`src/rtl/ctrl_pkg.sv`:
```
// Shared encodings for the register-block control sequencer: opcodes, FSM states,
// datapath select codes and the EXEC/MEM strobe bundle.
package ctrl_pkg;

  localparam logic [3:0] OP_NOP  = 4'h0;
  localparam logic [3:0] OP_LI   = 4'h1;
  localparam logic [3:0] OP_LW   = 4'h2;
  localparam logic [3:0] OP_SW   = 4'h3;
  localparam logic [3:0] OP_ADD  = 4'h4;
  localparam logic [3:0] OP_SUB  = 4'h5;
  localparam logic [3:0] OP_CMP  = 4'h6;
  localparam logic [3:0] OP_MVMS = 4'h7;
  localparam logic [3:0] OP_MVSM = 4'h8;
  localparam logic [3:0] OP_LIS  = 4'h9;
  localparam logic [3:0] OP_JAL  = 4'hA;
  localparam logic [3:0] OP_JR   = 4'hB;
  localparam logic [3:0] OP_BNZ  = 4'hC;
  localparam logic [3:0] OP_LRA  = 4'hD;
  localparam logic [3:0] OP_ILL  = 4'hE;
  localparam logic [3:0] OP_HLT  = 4'hF;

  localparam logic [2:0] ST_FETCH  = 3'd0;
  localparam logic [2:0] ST_DECODE = 3'd1;
  localparam logic [2:0] ST_EXEC   = 3'd2;
  localparam logic [2:0] ST_MEM    = 3'd3;
  localparam logic [2:0] ST_HALT   = 3'd4;
  localparam logic [2:0] ST_FAULT  = 3'd5;

  // mary source select
  localparam logic [1:0] SRC_MEM  = 2'b00;
  localparam logic [1:0] SRC_ALU  = 2'b01;
  localparam logic [1:0] SRC_SHEL = 2'b10;
  localparam logic [1:0] SRC_IMM  = 2'b11;

  // shelley source select; 2'b11 is never driven
  localparam logic [1:0] SSRC_MEM  = 2'b00;
  localparam logic [1:0] SSRC_IMM  = 2'b01;
  localparam logic [1:0] SSRC_MARY = 2'b10;

  localparam logic [1:0] PC_INC = 2'b00;
  localparam logic [1:0] PC_IMM = 2'b01;
  localparam logic [1:0] PC_RA  = 2'b10;

  localparam logic [1:0] ALU_ADD  = 2'b00;
  localparam logic [1:0] ALU_SUB  = 2'b01;
  localparam logic [1:0] ALU_PASS = 2'b10;

  localparam logic RA_MEM = 1'b0;
  localparam logic RA_PC2 = 1'b1;

  typedef struct packed {
    logic       pc_write;
    logic [1:0] pc_src;
    logic [1:0] alu_op;
    logic       mary_write;
    logic [1:0] mary_src;
    logic       shelley_write;
    logic [1:0] shelley_src;
    logic       comp_write;
    logic       ra_write;
    logic       ra_src;
  } ctrl_t;

endpackage

```
`src/rtl/reg_ctrl_fsm_if.sv`:
```
// Memory req/ack handshake between the control sequencer and the memory port.
interface reg_ctrl_fsm_if;
  logic mem_req;
  logic mem_we;
  logic mem_ack;

  modport master (output mem_req, output mem_we, input mem_ack);
  modport slave  (input mem_req, input mem_we, output mem_ack);
endinterface

```
`src/rtl/reg_ctrl_decode.sv`:
```
// Opcode decoder: strobe/select bundles for the EXEC cycle and the MEM ack cycle,
// plus the classification flags the FSM uses to leave DECODE.
module reg_ctrl_decode
  import ctrl_pkg::*;
(
  input  logic [3:0] op,
  input  logic       comp_zero,
  output ctrl_t      exec_ctrl,
  output ctrl_t      mem_ctrl,
  output logic       is_mem,
  output logic       is_store,
  output logic       is_halt,
  output logic       is_illegal
);

  always_comb begin
    exec_ctrl  = '0;
    mem_ctrl   = '0;
    is_mem     = 1'b0;
    is_store   = 1'b0;
    is_halt    = 1'b0;
    is_illegal = 1'b0;
    case (op)
      OP_NOP: ;
      OP_LI: begin
        exec_ctrl.mary_write = 1'b1;
        exec_ctrl.mary_src   = SRC_IMM;
      end
      OP_ADD: begin
        exec_ctrl.alu_op     = ALU_ADD;
        exec_ctrl.mary_write = 1'b1;
        exec_ctrl.mary_src   = SRC_ALU;
      end
      OP_SUB: begin
        exec_ctrl.alu_op     = ALU_SUB;
        exec_ctrl.mary_write = 1'b1;
        exec_ctrl.mary_src   = SRC_ALU;
      end
      OP_CMP: begin
        exec_ctrl.alu_op     = ALU_SUB;
        exec_ctrl.comp_write = 1'b1;
      end
      OP_MVMS: begin
        exec_ctrl.shelley_write = 1'b1;
        exec_ctrl.shelley_src   = SSRC_MARY;
      end
      OP_MVSM: begin
        exec_ctrl.mary_write = 1'b1;
        exec_ctrl.mary_src   = SRC_SHEL;
      end
      OP_LIS: begin
        exec_ctrl.shelley_write = 1'b1;
        exec_ctrl.shelley_src   = SSRC_IMM;
      end
      OP_JAL: begin
        // link and jump land in the same cycle; ra captures pc+2 before pc moves
        exec_ctrl.ra_write = 1'b1;
        exec_ctrl.ra_src   = RA_PC2;
        exec_ctrl.pc_write = 1'b1;
        exec_ctrl.pc_src   = PC_IMM;
      end
      OP_JR: begin
        exec_ctrl.pc_write = 1'b1;
        exec_ctrl.pc_src   = PC_RA;
      end
      OP_BNZ: begin
        if (!comp_zero) begin
          exec_ctrl.pc_write = 1'b1;
          exec_ctrl.pc_src   = PC_IMM;
        end
      end
      OP_LW: begin
        is_mem              = 1'b1;
        mem_ctrl.mary_write = 1'b1;
        mem_ctrl.mary_src   = SRC_MEM;
      end
      OP_SW: begin
        is_mem   = 1'b1;
        is_store = 1'b1;
      end
      OP_LRA: begin
        is_mem            = 1'b1;
        mem_ctrl.ra_write = 1'b1;
        mem_ctrl.ra_src   = RA_MEM;
      end
      OP_HLT:  is_halt    = 1'b1;
      default: is_illegal = 1'b1;
    endcase
  end

endmodule

```
`src/rtl/reg_ctrl_fsm.sv`:
```
// Multicycle control sequencer: FETCH -> DECODE -> EXEC/MEM, with a wait-state
// watchdog on every memory access that traps a stalled handshake into FAULT.
module reg_ctrl_fsm
  import ctrl_pkg::*;
#(
  parameter int OPCODE_W = 4,
  parameter int TIMEOUT  = 255
) (
  input  logic                clock,
  input  logic                reset,
  reg_ctrl_fsm_if.master      mem,
  input  logic [OPCODE_W-1:0] instr_op,
  input  logic                comp_zero,
  output logic                ir_write,
  output logic                pc_write,
  output logic [1:0]          pc_src,
  output logic [1:0]          alu_op,
  output logic                mary_write,
  output logic                shelley_write,
  output logic                comp_write,
  output logic                ra_write,
  output logic [1:0]          mary_src,
  output logic [1:0]          shelley_src,
  output logic                ra_src,
  output logic                halted,
  output logic                fault
);

  localparam int              CNT_W  = (TIMEOUT > 1) ? $clog2(TIMEOUT + 1) : 1;
  localparam logic [CNT_W-1:0] TO_MAX = CNT_W'(TIMEOUT);

  logic [2:0]       state, state_nxt;
  logic [CNT_W-1:0] wait_cnt, cnt_nxt;
  logic             expire;
  logic             req_c, we_c, ir_c;
  ctrl_t            ctl_c, ctl_o;
  ctrl_t            exec_ctrl, mem_ctrl;
  logic             is_mem, is_store, is_halt, is_illegal;

  reg_ctrl_decode u_dec (
    .op         (instr_op),
    .comp_zero  (comp_zero),
    .exec_ctrl  (exec_ctrl),
    .mem_ctrl   (mem_ctrl),
    .is_mem     (is_mem),
    .is_store   (is_store),
    .is_halt    (is_halt),
    .is_illegal (is_illegal)
  );

  // an ack in the expiry cycle wins over the watchdog
  assign expire = (TIMEOUT != 0) && (wait_cnt == TO_MAX) && !mem.mem_ack;

  always_comb begin
    state_nxt = state;
    cnt_nxt   = '0;
    req_c     = 1'b0;
    we_c      = 1'b0;
    ir_c      = 1'b0;
    ctl_c     = '0;
    case (state)
      ST_FETCH: begin
        req_c = 1'b1;
        if (mem.mem_ack) begin
          ir_c           = 1'b1;
          ctl_c.pc_write = 1'b1;
          ctl_c.pc_src   = PC_INC;
          state_nxt      = ST_DECODE;
        end else if (expire) begin
          state_nxt = ST_FAULT;
        end else begin
          cnt_nxt = (wait_cnt == TO_MAX) ? wait_cnt : wait_cnt + CNT_W'(1);
        end
      end
      ST_DECODE: begin
        if (is_illegal)   state_nxt = ST_FAULT;
        else if (is_halt) state_nxt = ST_HALT;
        else if (is_mem)  state_nxt = ST_MEM;
        else              state_nxt = ST_EXEC;
      end
      ST_EXEC: begin
        ctl_c     = exec_ctrl;
        state_nxt = ST_FETCH;
      end
      ST_MEM: begin
        req_c = 1'b1;
        we_c  = is_store;
        if (mem.mem_ack) begin
          ctl_c     = mem_ctrl;
          state_nxt = ST_FETCH;
        end else if (expire) begin
          state_nxt = ST_FAULT;
        end else begin
          cnt_nxt = (wait_cnt == TO_MAX) ? wait_cnt : wait_cnt + CNT_W'(1);
        end
      end
      ST_HALT, ST_FAULT: ;
      default: state_nxt = ST_FAULT;
    endcase
  end

  always_ff @(posedge clock) begin
    if (reset) begin
      state    <= ST_FETCH;
      wait_cnt <= '0;
    end else begin
      state    <= state_nxt;
      wait_cnt <= cnt_nxt;
    end
  end

  // outputs are Mealy on mem_ack; reset forces everything quiet, including FETCH's req
  assign ctl_o       = reset ? '0 : ctl_c;
  assign mem.mem_req = req_c & ~reset;
  assign mem.mem_we  = we_c & ~reset;
  assign ir_write    = ir_c & ~reset;

  assign pc_write      = ctl_o.pc_write;
  assign pc_src        = ctl_o.pc_src;
  assign alu_op        = ctl_o.alu_op;
  assign mary_write    = ctl_o.mary_write;
  assign mary_src      = ctl_o.mary_src;
  assign shelley_write = ctl_o.shelley_write;
  assign shelley_src   = ctl_o.shelley_src;
  assign comp_write    = ctl_o.comp_write;
  assign ra_write      = ctl_o.ra_write;
  assign ra_src        = ctl_o.ra_src;

  assign halted = ~reset & ((state == ST_HALT) | (state == ST_FAULT));
  assign fault  = ~reset & (state == ST_FAULT);

endmodule
```
`src/flat_wrapper.sv`:
```
// flat-port wrapper written by rule: the top's interface ports become plain ports
module reg_ctrl_fsm_flat import ctrl_pkg::*;
#(
  parameter int OPCODE_W = 4,
  parameter int TIMEOUT  = 255
)
  (clock, reset, instr_op, comp_zero, ir_write, pc_write, pc_src, alu_op, mary_write, shelley_write, comp_write, ra_write, mary_src, shelley_src, ra_src, halted, fault, mem_mem_req, mem_mem_we, mem_mem_ack);
  reg_ctrl_fsm_if mem_i ();
  input  logic clock;
  input  logic reset;
  input  logic [OPCODE_W-1:0] instr_op;
  input  logic comp_zero;
  output logic ir_write;
  output logic pc_write;
  output logic [1:0] pc_src;
  output logic [1:0] alu_op;
  output logic mary_write;
  output logic shelley_write;
  output logic comp_write;
  output logic ra_write;
  output logic [1:0] mary_src;
  output logic [1:0] shelley_src;
  output logic ra_src;
  output logic halted;
  output logic fault;
  output wire logic [$bits(mem_i.mem_req)-1:0] mem_mem_req;
  output wire logic [$bits(mem_i.mem_we)-1:0] mem_mem_we;
  input wire logic [$bits(mem_i.mem_ack)-1:0] mem_mem_ack;
  assign mem_mem_req = mem_i.mem_req;
  assign mem_mem_we = mem_i.mem_we;
  assign mem_i.mem_ack = mem_mem_ack;
  reg_ctrl_fsm #(.OPCODE_W(OPCODE_W), .TIMEOUT(TIMEOUT)) u_core (.clock(clock), .reset(reset), .mem(mem_i), .instr_op(instr_op), .comp_zero(comp_zero), .ir_write(ir_write), .pc_write(pc_write), .pc_src(pc_src), .alu_op(alu_op), .mary_write(mary_write), .shelley_write(shelley_write), .comp_write(comp_write), .ra_write(ra_write), .mary_src(mary_src), .shelley_src(shelley_src), .ra_src(ra_src), .halted(halted), .fault(fault));
endmodule
```
`config.mk`:
```
export PLATFORM = sky130hd
export DESIGN_NAME = reg_ctrl_fsm_flat
export DESIGN_NICKNAME = d
export VERILOG_FILES = /design/src/rtl/ctrl_pkg.sv /design/src/rtl/reg_ctrl_fsm_if.sv /design/src/rtl/reg_ctrl_decode.sv /design/src/rtl/reg_ctrl_fsm.sv /design/src/flat_wrapper.sv
export SDC_FILE = /design/constraint.sdc
export NUM_CORES = 1
export LEC_CHECK = 0
export BUFFER_PORTS_ARGS = -buffer_cell sky130_fd_sc_hd__buf_2
export CORE_UTILIZATION = 44
export DETAILED_ROUTE_END_ITERATION = 10
export GPL_TIMING_DRIVEN = 1
export PLACE_DENSITY_LB_ADDON = 0.15
export SLEW_MARGIN = 10
export SYNTH_ARGS = -nofsm -noshare
export SYNTH_HDL_FRONTEND = slang
export SYNTH_SLANG_ARGS = --single-unit
```
`constraint.sdc`:
```
create_clock -name clock -period 1.7 [get_ports clock]
set_clock_uncertainty 0.15 [all_clocks]
set_input_delay 0.17 -clock clock [delete_from_list [all_inputs] [get_ports clock]]
set_output_delay 0.17 -clock clock [all_outputs]
set_load 0.1 [all_outputs]
```
==> results of run 1 <==
cell families after synthesis:
logic type | Yosys count | synth area share [%]
AO/OA/AOI/OAI | 16 | 14.02
adder cells (fa/ha/maj) | 1 | 1.557
XOR/XNOR | 6 | 6.542
AND/OR/NAND/NOR | 63 | 41.59
buffers and inverters | 12 | 8.411
flip-flops | 11 | 27.41
other | 1 | 0.4668
through the flow:
stage | setup WS, ps | utilization (%)
floorplan | -580.6 | -
global placement | -94.75 | 89.06
detailed placement | -155.2 | 89.06
CTS | -281.4 | 94.93
what timing repair did:
action,in CTS
setup endpoints to repair,19
resized for setup,14
pin swaps,9
buffers inserted,3
synth_stat cells:
library cell  number
a2111oi_1          1
a21o_1             1
a21oi_1            2
a22oi_1            1
a311oi_1           1
a31oi_1            1
a41o_1             1
and2_1             2
and2b_1            1
and3_1             1
buf_2              3
buf_4              1
buf_6              2
clkbuf_1           3
conb_1             1
dfxtp_1           11
ha_1               1
inv_1              3
nand2_1            9
nand2b_1           1
nand3_1            6
nand3b_1           1
nand4_1            3
nor2_1            20
nor2b_1            1
nor3_1             7
nor3_2             2
nor3b_1            2
nor4_1             2
nor4bb_1           1
o211ai_1           1
o21ai_0            3
o21bai_1           1
o22ai_1            1
o31ai_1            1
o41ai_1            1
or3b_2             1
or4_1              1
or4_4              1
or4b_2             1
xnor2_1            4
xor2_1             2
==> qor.csv, run 1 <==
stage,metric,value,unit
synth,register bit count reported by yosys,11,
placed_design,# port buffers,25,
synth,synth warn,0,
synth,area share of the largest cell type after synthesis,27.41,%
synth,Yosys top cell by area,dfxtp_1,
placed_design,Placed Cells,173,
placed_design,GPL Wtd Cong,0.8609,
placed_design,placed inst area,0.001538,mm²
sta,post-GRT worst EP,mary_src[1],
global_routing,pin count of the biggest net entering global routing,12,
clock_network,clock buffer depth,2,
synth,Netlist cell types,42,
clock_network,"Hold-fix buffers, CTS",0,
floorplan,die height,44.73,µm
floorplan,die extent in x,44.73,µm
status,status,did not finish,
floorplan,row count,15,
synth,fraction of the yosys area taken by sequential cells,27.41,%
clock_network,CTS Root Cell,clkbuf_4,
clock_network,CTS Sinks,11,
synth,synthesized area per cell,7.302,µm²
floorplan,Top Ports,27,
clock_network,htree depth,1,
placed_design,Post-DP HPWL,2097,µm
floorplan,initial core utilization,46.52,%
synth,Syn Nets,119,
synth,Synth Cell Area,803.3,µm²
status,last flow stage reached,global routing,
status,First Err,"[ERROR DPL-0038] Utilization greater than 100%, impossible to legalize",
sta,WEP type,primary output,
clock_network,total CTS buffers,3,
synth,"top cells by area, synth","dfxtp_1 27%, nor2_1 9.3%, nor3_1 4.4%",
synth,Cells after Synth,110,
==> run 2: changes to the inputs <==
--- a/config.mk
+++ b/config.mk
@@ -6,8 +6,9 @@
 export NUM_CORES = 1
 export LEC_CHECK = 0
 export BUFFER_PORTS_ARGS = -buffer_cell sky130_fd_sc_hd__buf_2
-export CORE_UTILIZATION = 44
+export CORE_AREA = 2 2 63 65
 export DETAILED_ROUTE_END_ITERATION = 10
+export DIE_AREA = 0 0 65 67
 export GPL_TIMING_DRIVEN = 1
 export PLACE_DENSITY_LB_ADDON = 0.15
 export SLEW_MARGIN = 10
==> constraint.sdc (replaced) <==
create_clock -name clock -period 2.2 [get_ports clock]
set_clock_uncertainty 0.15 [all_clocks]
set_input_delay 0.22 -clock clock [delete_from_list [all_inputs] [get_ports clock]]
set_output_delay 0.22 -clock clock [all_outputs]
set_load 0.1 [all_outputs]
==> qor.csv, run 2 <==
stage,metric,value,unit
synth,Yosys top cell by area,dfxtp_1,
floorplan,core area,0.003606,mm²
global_routing,first-pass GRT wire length,3546,µm
finish,max reg flops,8,
sta,Final Max Tran Viols,0,
floorplan,die extent in x,65,µm
floorplan,Top Ports,27,
clock_network,clock-pin slew on the worst setup and hold paths,50,ps
power_and_ir_drop,Peak VDD IR,255.2,µV
routing,Metal-1 WL,1049,µm
sta,RSZ-0062 raised after global routing,false,
routing,Antenna Violating Nets Remaining,0,
worst_hold_path,Hold Crit Class,in2reg,
synth,synth warn,0,
finish,nets,144,
sta,Tcrit/Tclk final,95.24,%
status,status,finished clean,
routing,drt pass-1 iters,4,
routing,routed wl met3,84,µm
finish,layout cells sized above 1,41.04,%
finish,most frequent cells in the layout,"17 x nor2_1, 14 x buf_12, 11 x buf_2, 10 x dfxtp_1, 9 x nand2_1",
synth,area share of the largest cell type after synthesis,27.41,%
sta,Fin. Hold Viols,0,
critical_path,critical path class,reg2out,
critical_path,Worst Path Buf+Inv,1,
finish,Final Instance Area,0.001324,mm²
synth,Post-synth ARST share,0,%
finish,Reg with most FFs,u_core.wait_cnt,
critical_path,"Max stage delay cell, worst path",or4_1,
floorplan,die height,67,µm
placed_design,# port buffers,25,
global_routing,initial antenna violation count,0,
routing,drt wl/cell,11.80,µm
synth,Syn Nets,119,
synth,most frequent cell after synthesis,nor2_1,
critical_path,critical path cell sequence,"nor2b_2, nand3_1, or4_1, o21ai_4, buf_12",
global_routing,GR Util All Layers,10.41,%
power_and_ir_drop,leakage power,0.0004824,µW
synth,Cells after Synth,110,
finish,Synth-to-Final Area Change,64.80,%
clock_network,CTS Sinks,11,
routing,drt via density,4.687,
global_routing,GRT overflow,0,
synth,Post-Synth XOR/XNOR Area,6.542,%
critical_path,critical path startpoint category,flop,
routing,drc violations,0,
sta,fmax,477.3,MHz
placed_design,GPL Wtd Cong,0.8209,
synth,most instantiated cells after synthesis,"20 x nor2_1, 11 x dfxtp_1, 9 x nand2_1",
synth,mux cell area share after synthesis,0,%
synth,Netlist cell types,42,
synth,simple-gate share of the synthesized area,41.59,%
global_routing,pin count of the biggest net entering global routing,13,
critical_path,WP data required,1830,ps
sta,Final Setup Violations,0,
routing,top routing layer in use,met4,
placed_design,Post-DP HPWL,1716,µm
synth,largest family of logic cells by synthesized area,simple AND/OR/NAND/NOR gates,
sta,Tmin final,2095,ps
synth,"EDFF count, synth",0,
synth,register bit count reported by yosys,11,
routing,total wire length,2147,µm
clock_network,clock buffer depth,2,
clock_network,clk_lat worst skew,230,ps
routing,met2 wire len,995,µm
critical_path,Critical Path AT,1730,ps
floorplan,initial core utilization,22.28,%
clock_network,htree depth,1,
synth,synthesized area per cell,7.302,µm²
synth,Synth Area in Adders,1.558,%
finish,Top Registers,"u_core.wait_cnt (8), u_core.state (3)",
clock_network,CTS tree,yes,
synth,Synth Cell Area,803.3,µm²
global_routing,vias in the first global route,795,
clock_network,total CTS buffers,3,
synth,main flop type after synthesis,dfxtp_1,
run,Max Cap Viol,0,
finish,Ant. Diodes,0,
placed_design,placed inst area,0.001270,mm²
floorplan,row count,22,
finish,fin cells,182,
synth,post-synthesis compound-gate area fraction,14.02,%
synth,fraction of the yosys area taken by sequential cells,27.41,%
placed_design,Placed Cells,178,
critical_path,CP max stage delay,540,ps
routing,Via Count,853,
clock_network,CTS Root Cell,clkbuf_8,
critical_path,CP endpoint kind,output pin,
power_and_ir_drop,P per Cell Area,431.9,mW/mm²
routing,Iter 0 DRT Violations,30,
finish,"most common cell after layout, fill and taps aside",nor2_1,
floorplan,die area,0.004355,mm²
critical_path,cell family with most CP delay,simple AND/OR/NAND/NOR gates,
synth,"top cells by area, synth","dfxtp_1 27%, nor2_1 9.3%, nor3_1 4.4%",
critical_path,Worst Path Max Fanout,3,
-- run 2: cell counts after synthesis --
Identical to the previous run, type by type.
-- run 2: area by class of cell --
type                    instances  area (µm²)
fillers                       375        2282
multi-input cells              87       620.6
repair buffers                 29       365.4
flip-flops and latches         11       221.5
well taps                      48       60.06
clock buffers                   4       45.04
inverters                       3       11.26
-- run 2: cell families after synthesis --
family,Yosys count
AOI/OAI and AO/OA,16
xor gates and xnor gates,6
adders and majority gates,1
buffers and inverters,12
DFF,11
other,1
and+or+nand+nor,63
-- run 2: worst paths after layout --
kind | startpoint | to | slack, ps | cells after the start
worst min-delay path | reset | u_core.state[2]$_SDFFE_PP0P_ | 150 | 2
worst max-delay path | u_core.state[2]$_SDFFE_PP0P_ | ra_write | 100 | 5
worst max register to register | u_core.wait_cnt[0]$_SDFFE_PP0P_ | u_core.wait_cnt[6]$_SDFFE_PP0P_ | 460 | 5
worst min register to register | u_core.wait_cnt[0]$_SDFFE_PP0P_ | u_core.wait_cnt[0]$_SDFFE_PP0P_ | 310 | 1
-- run 2: per-stage QoR --
stage	setup WS, ps	hold WS [ps]	power (µW)	TNS, ps	util, %
floorplan	-454.8	247.3	346.0	-1803	-
global placement	300.3	283.3	375.8	0	35.22
detailed placement	285.5	305.3	376.2	0	35.22
CTS	30.61	131.3	579.3	0	36.47
global route	12.32	142.9	604.2	0	36.71
finish	104.8	145.4	571.7	0	36.71
-- run 2: worst register-to-register path: stages (launching register included) --
cell,delay (ps)
dfxtp_1,360
ha_1,250
nand2_1,120
or4b_2,610
o21ai_0,100
nor2_1,50
-- run 2: routing by layer --
layer	GRT usage, %	vias to the layer above
met1	14.07	399
met2	15.98	16
met4	2.394	0
met3	3.378	2
met5	0	-
li1	-	436
-- run 2: power breakdown --
part	total, µW	switching, µW	internal (µW)
Sequential	214	8.14	206
Clock	198	70.8	127
Combinational	160	114	46.3
Total	572	193	379
-- run 2: repair_timing --
item,4_1_cts,5_1_grt
setup buffers,0,0
resized for setup,0,3
endpoints found under the setup margin,0,5
hold buffers,0,0
Note: power is estimated with default switching activity, not from simulation.
==> run 3: changes to the inputs <==
--- a/config.mk
+++ b/config.mk
@@ -10,7 +10,7 @@
 export DETAILED_ROUTE_END_ITERATION = 10
 export DIE_AREA = 0 0 65 67
 export GPL_TIMING_DRIVEN = 1
-export PLACE_DENSITY_LB_ADDON = 0.15
+export PLACE_DENSITY_LB_ADDON = 0.1
 export SLEW_MARGIN = 10
 export SYNTH_ARGS = -nofsm -noshare
 export SYNTH_HDL_FRONTEND = slang
==> constraint.sdc (replaced) <==
create_clock -name clock -period 2.5 [get_ports clock]
set_clock_uncertainty 0.15 [all_clocks]
set_input_delay 0.25 -clock clock [delete_from_list [all_inputs] [get_ports clock]]
set_output_delay 0.25 -clock clock [all_outputs]
set_load 0.1 [all_outputs]
==> qor.csv, run 3 (synthesis results as in run 2) <==
stage,metric,value,unit
status,status,finished clean,
routing,Iter 0 DRT Violations,28,
sta,Final Setup Violations,0,
global_routing,GR Util All Layers,10.55,%
worst_hold_path,Hold Path Depth,2,
routing,drc violations,0,
routing,Via Count,857,
run,Max Cap Viol,0,
clock_network,clock-pin slew on the worst setup and hold paths,50,ps
routing,drt via density,4.735,
routing,total wire length,2112,µm
finish,Ant. Diodes,0,
finish,Synth-to-Final Area Change,39.88,%
sta,fmax,440.4,MHz
placed_design,Setup WS pre-CTS,381.6,ps
finish,layout cells sized above 1,39.10,%
sta,Worst Slack Setup Final,229.2,ps
critical_path,Worst Path Max Fanout,10,
power_and_ir_drop,P per Cell Area,442.8,mW/mm²
worst_hold_path,Hold Crit Class,in2reg,
sta,Tmin final,2271,ps
critical_path,"Max stage delay cell, worst path",dfxtp_1,
placed_design,# port buffers,25,
critical_path,RR Startpoint,u_core.wait_cnt[0]$_SDFFE_PP0P_,
floorplan,die extent in x,65,µm
finish,max reg flops,8,
clock_network,CTS tree,yes,
global_routing,vias in the first global route,785,
sta,Hold Slack,208.7,ps
critical_path,critical path class,reg2out,
clock_network,CTS Sinks,11,
clock_network,htree depth,1,
power_and_ir_drop,leakage power,0.0004383,µW
placed_design,Post-DP HPWL,1643,µm
floorplan,die height,67,µm
global_routing,initial antenna violation count,0,
global_routing,pin count of the biggest net entering global routing,14,
global_routing,GRT overflow,0,
critical_path,critical path cell sequence,"nand3_1, or4_1, o21ai_1, buf_12",
floorplan,initial core utilization,22.28,%
floorplan,die area,0.004355,mm²
critical_path,R2R setup slack,770,ps
critical_path,R2R depth,5,
finish,nets,143,
global_routing,first-pass GRT wire length,3622,µm
clock_network,clk_lat worst skew,240,ps
floorplan,Top Ports,27,
critical_path,critical path startpoint category,flop,
critical_path,cell family with most CP delay,simple AND/OR/NAND/NOR gates,
routing,drt wl/cell,11.67,µm
sta,Fin. Hold Viols,0,
critical_path,WP data required,2100,ps
sta,RSZ-0062 raised after global routing,false,
critical_path,Worst Path Buf+Inv,1,
sta,Final Max Tran Viols,0,
finish,most frequent cells in the layout,"21 x buf_2, 15 x nor2_1, 11 x dfxtp_1, 9 x nand2_1, 6 x nand3_1",
clock_network,total CTS buffers,3,
clock_network,"Hold-fix buffers, CTS",0,
critical_path,CP endpoint kind,output pin,
clock_network,clock buffer depth,2,
routing,Antenna Violating Nets Remaining,0,
clock_network,CTS Root Cell,clkbuf_8,
finish,Reg with most FFs,u_core.wait_cnt,
floorplan,core area,0.003606,mm²
critical_path,CP max stage delay,500,ps
worst_hold_path,"Endpoint, Worst Hold",u_core.state[2]$_SDFFE_PP0P_,
worst_hold_path,worst hold start,reset,
finish,Top Registers,"u_core.wait_cnt (8), u_core.state (3)",
sta,Tcrit/Tclk final,90.83,%
placed_design,GPL Wtd Cong,0.7418,
floorplan,row count,22,
routing,drt pass-1 iters,4,
power_and_ir_drop,Peak VDD IR,169.0,µV
clock_network,cts repair resizes,0,
critical_path,Critical Path AT,1870,ps
clock_network,setup bufs post-CTS,0,
critical_path,FF-to-FF End,u_core.wait_cnt[6]$_SDFFE_PP0P_,
finish,"most common cell after layout, fill and taps aside",buf_2,
run 3: layout make-up:
class	count	area, µm²
sequential	11	220.2
multi-input combinational	87	578.1
tap	48	60.06
inverter	3	11.26
clock inverter	1	5.005
clock buffer	3	41.29
timing repair buffer	28	207.7
fill	392	2482
run 3: metal layers:
layer	vias to the layer above	share of wire [%]	track usage, %
li1	434	-	-
met1	396	49	14.93
met2	25	45	15.21
met3	2	4.8	2.027
met4	0	1.3	4.787
met5	-	0	0
run 3: worst max path at each step:
stage	cells past startpoint	endpoint	from
5_1_grt	5	ra_write	u_core.state[1]$_SDFFE_PP0P_
2_1_floorplan	3	pc_src[0]	instr_op[2]
4_1_cts	5	ra_write	u_core.state[2]$_SDFFE_PP0P_
3_3_place_gp	5	pc_write	instr_op[2]
6_report	4	ra_write	u_core.state[0]$_SDFFE_PP0P_
3_5_place_dp	5	pc_write	instr_op[2]
run 3: power by group:
part	internal, µW	switching [µW]	leakage (µW)	total [µW]
Combinational	33.5	95.9	0.000324	129
Sequential	181	6.61	0.0000892	187
Clock	110	71.3	0.0000255	181
Total	324	174	0.000438	498
run 3: through the flow:
step	setup TNS [ps]	cell area, µm²	util, %	power, µW	instances
3_5_place_dp	0	1077	29.88	320.9	177
6_report	0	1124	31.16	497.6	181
4_1_cts	0	1124	31.16	502.9	181
5_1_grt	0	1124	31.16	523.9	181
3_3_place_gp	0	1077	29.88	321.0	177
2_1_floorplan	-1766	865.8	-	299.9	110
==> run 4: changes to the inputs <==
--- a/config.mk
+++ b/config.mk
@@ -7,6 +7,7 @@
 export LEC_CHECK = 0
 export BUFFER_PORTS_ARGS = -buffer_cell sky130_fd_sc_hd__buf_2
 export CORE_AREA = 2 2 63 65
+export CTS_BUF_LIST = sky130_fd_sc_hd__clkbuf_8
 export DETAILED_ROUTE_END_ITERATION = 10
 export DIE_AREA = 0 0 65 67
 export GPL_TIMING_DRIVEN = 1
==> constraint.sdc (replaced) <==
create_clock -name clock -period 2 [get_ports clock]
set_clock_uncertainty 0.15 [all_clocks]
set_input_delay 0.2 -clock clock [delete_from_list [all_inputs] [get_ports clock]]
set_output_delay 0.2 -clock clock [all_outputs]
set_load 0.1 [all_outputs]
==> qor.csv, run 4 (synthesis results as in run 2) <==
stage,metric,value,unit
status,status,finished clean,
placed_design,GPL Wtd Cong,0.6965,
finish,Ant. Diodes,0,
critical_path,critical path startpoint category,flop,
global_routing,GR peak layer,met2,
power_and_ir_drop,overall power,664.1,µW
clock_network,total CTS buffers,3,
clock_network,clock buffer depth,2,
power_and_ir_drop,P per Cell Area,443.4,mW/mm²
routing,Antenna Violating Nets Remaining,0,
finish,layout cells sized above 1,50.35,%
floorplan,core area,0.003606,mm²
critical_path,critical path class,reg2out,
clock_network,"Hold-fix buffers, CTS",0,
floorplan,initial core utilization,22.28,%
sta,Hold Slack,161.5,ps
placed_design,Setup WS pre-CTS,181.1,ps
global_routing,GRT overflow,0,
sta,Fin. Hold Viols,0,
power_and_ir_drop,leakage power,0.0005515,µW
sta,Tmin final,1981,ps
global_routing,initial antenna violation count,0,
floorplan,row count,22,
critical_path,CP endpoint kind,output pin,
global_routing,vias in the first global route,867,
power_and_ir_drop,Peak VDD IR,438.6,µV
routing,total wire length,2368,µm
sta,Final Setup Violations,0,
global_routing,GR met1 Demand/Resource,14.42,%
critical_path,R2R setup slack,270,ps
critical_path,Worst Path Max Fanout,3,
routing,Iter 0 DRT Violations,22,
clock_network,CTS Root Cell,clkbuf_8,
global_routing,met2 Use GR,20.23,%
clock_network,CTS Sinks,11,
finish,Top Registers,"u_core.wait_cnt (8), u_core.state (3)",
global_routing,GRT met3 Usage,3.041,%
finish,most frequent cells in the layout,"16 x buf_12, 15 x nor2_1, 11 x buf_4, 9 x buf_2, 9 x dfxtp_1",
finish,Reg with most FFs,u_core.wait_cnt,
routing,drc violations,0,
run,Max Cap Viol,0,
finish,Reg area,222.7,µm²
floorplan,die area,0.004355,mm²
placed_design,Post-DP HPWL,1918,µm
clock_network,htree depth,1,
floorplan,die height,67,µm
global_routing,first-pass GRT wire length,4015,µm
clock_network,clk_lat worst skew,240,ps
placed_design,placed inst area,0.001381,mm²
finish,max reg flops,8,
clock_network,clock-pin slew on the worst setup and hold paths,50,ps
routing,drt via density,4.806,
finish,nets,153,
finish,multi-input logic area,688.2,µm²
floorplan,die extent in x,65,µm
routing,Via Count,918,
critical_path,WP data required,1650,ps
critical_path,Critical Path AT,1630,ps
global_routing,GR Util All Layers,11.75,%
finish,# fillers,354,
finish,Final Instance Area,0.001498,mm²
sta,fmax,504.7,MHz
worst_hold_path,Hold Crit Class,in2reg,
routing,drt wl/cell,12.40,µm
finish,"most common cell after layout, fill and taps aside",buf_12,
placed_design,# port buffers,25,
finish,Synth-to-Final Area Change,86.45,%
clock_network,CTS tree,yes,
routing,drt pass-1 iters,4,
sta,RSZ-0062 raised after global routing,true,
sta,Worst Slack Setup Final,18.65,ps
sta,Final Max Tran Viols,0,
sta,Tcrit/Tclk final,99.07,%
global_routing,pin count of the biggest net entering global routing,12,
floorplan,Top Ports,27,
## run 4: cell count changes in the layout (fill, tap and decap cells not counted), moves of 3 or more
cell | before | now
nor2_2 | 5 | 2
nor2_4 | 0 | 3
buf_2 | 21 | 9
nor3_4 | 1 | 4
buf_12 | 4 | 16
buf_4 | 3 | 11
## run 4: critical path: stages, from the launching register on
cell and delay, ps:
dfxtp_2 320, nor2b_4 150, nand3_1 110, or4_4 450
o21ai_4 180, buf_12 190
## run 4: final cells by class
class | instances | area share (%)
inverters | 3 | 0.7519
clock inverters | 1 | 0.2506
well taps | 48 | 4.010
multi-input cells | 87 | 45.95
flip-flops and latches | 11 | 14.87
clock buffers | 3 | 2.757
repair buffers | 38 | 31.41
## run 4: final timing paths
check,start,to,cells past startpoint
min,reset,u_core.state[2]$_SDFFE_PP0P_,2
max reg2reg,u_core.state[0]$_SDFFE_PP0P_,u_core.wait_cnt[4]$_SDFFE_PP0P_,4
max,u_core.state[1]$_SDFFE_PP0P_,ra_write,5
min reg2reg,u_core.wait_cnt[0]$_SDFFE_PP0P_,u_core.wait_cnt[0]$_SDFFE_PP0P_,1
## run 4: per-layer routing
metal	vias to the layer above	share of wire (%)
li1	454	-
met1	436	42
met2	26	53
met3	2	4.8
met4	0	0.42
met5	-	0
## run 4: report_power, final
part / total, µW / internal, µW / switching [µW]
logic: 214 / 73.6 / 140
clock network: 218 / 135 / 83.0
registers: 232 / 226 / 6.07
total: 664 / 435 / 229
## run 4: what timing repair did
action	in CTS	in global routing
resized for setup	3	5
endpoints found under the setup margin	7	6
pin swaps	6	5
cloned	0	0
buffers inserted	5	1
## run 4: stage by stage
| step | cells | setup TNS (ps) | util [%] |
|---|---|---|---|
| 2_1_floorplan | 110 | -1075 | - |
| 3_3_place_gp | 181 | 0 | 38.31 |
| 3_5_place_dp | 181 | 0 | 38.31 |
| 4_1_cts | 190 | -80.90 | 40.74 |
| 5_1_grt | 191 | -152.9 | 41.53 |
| 6_report | 191 | 0 | 41.53 |
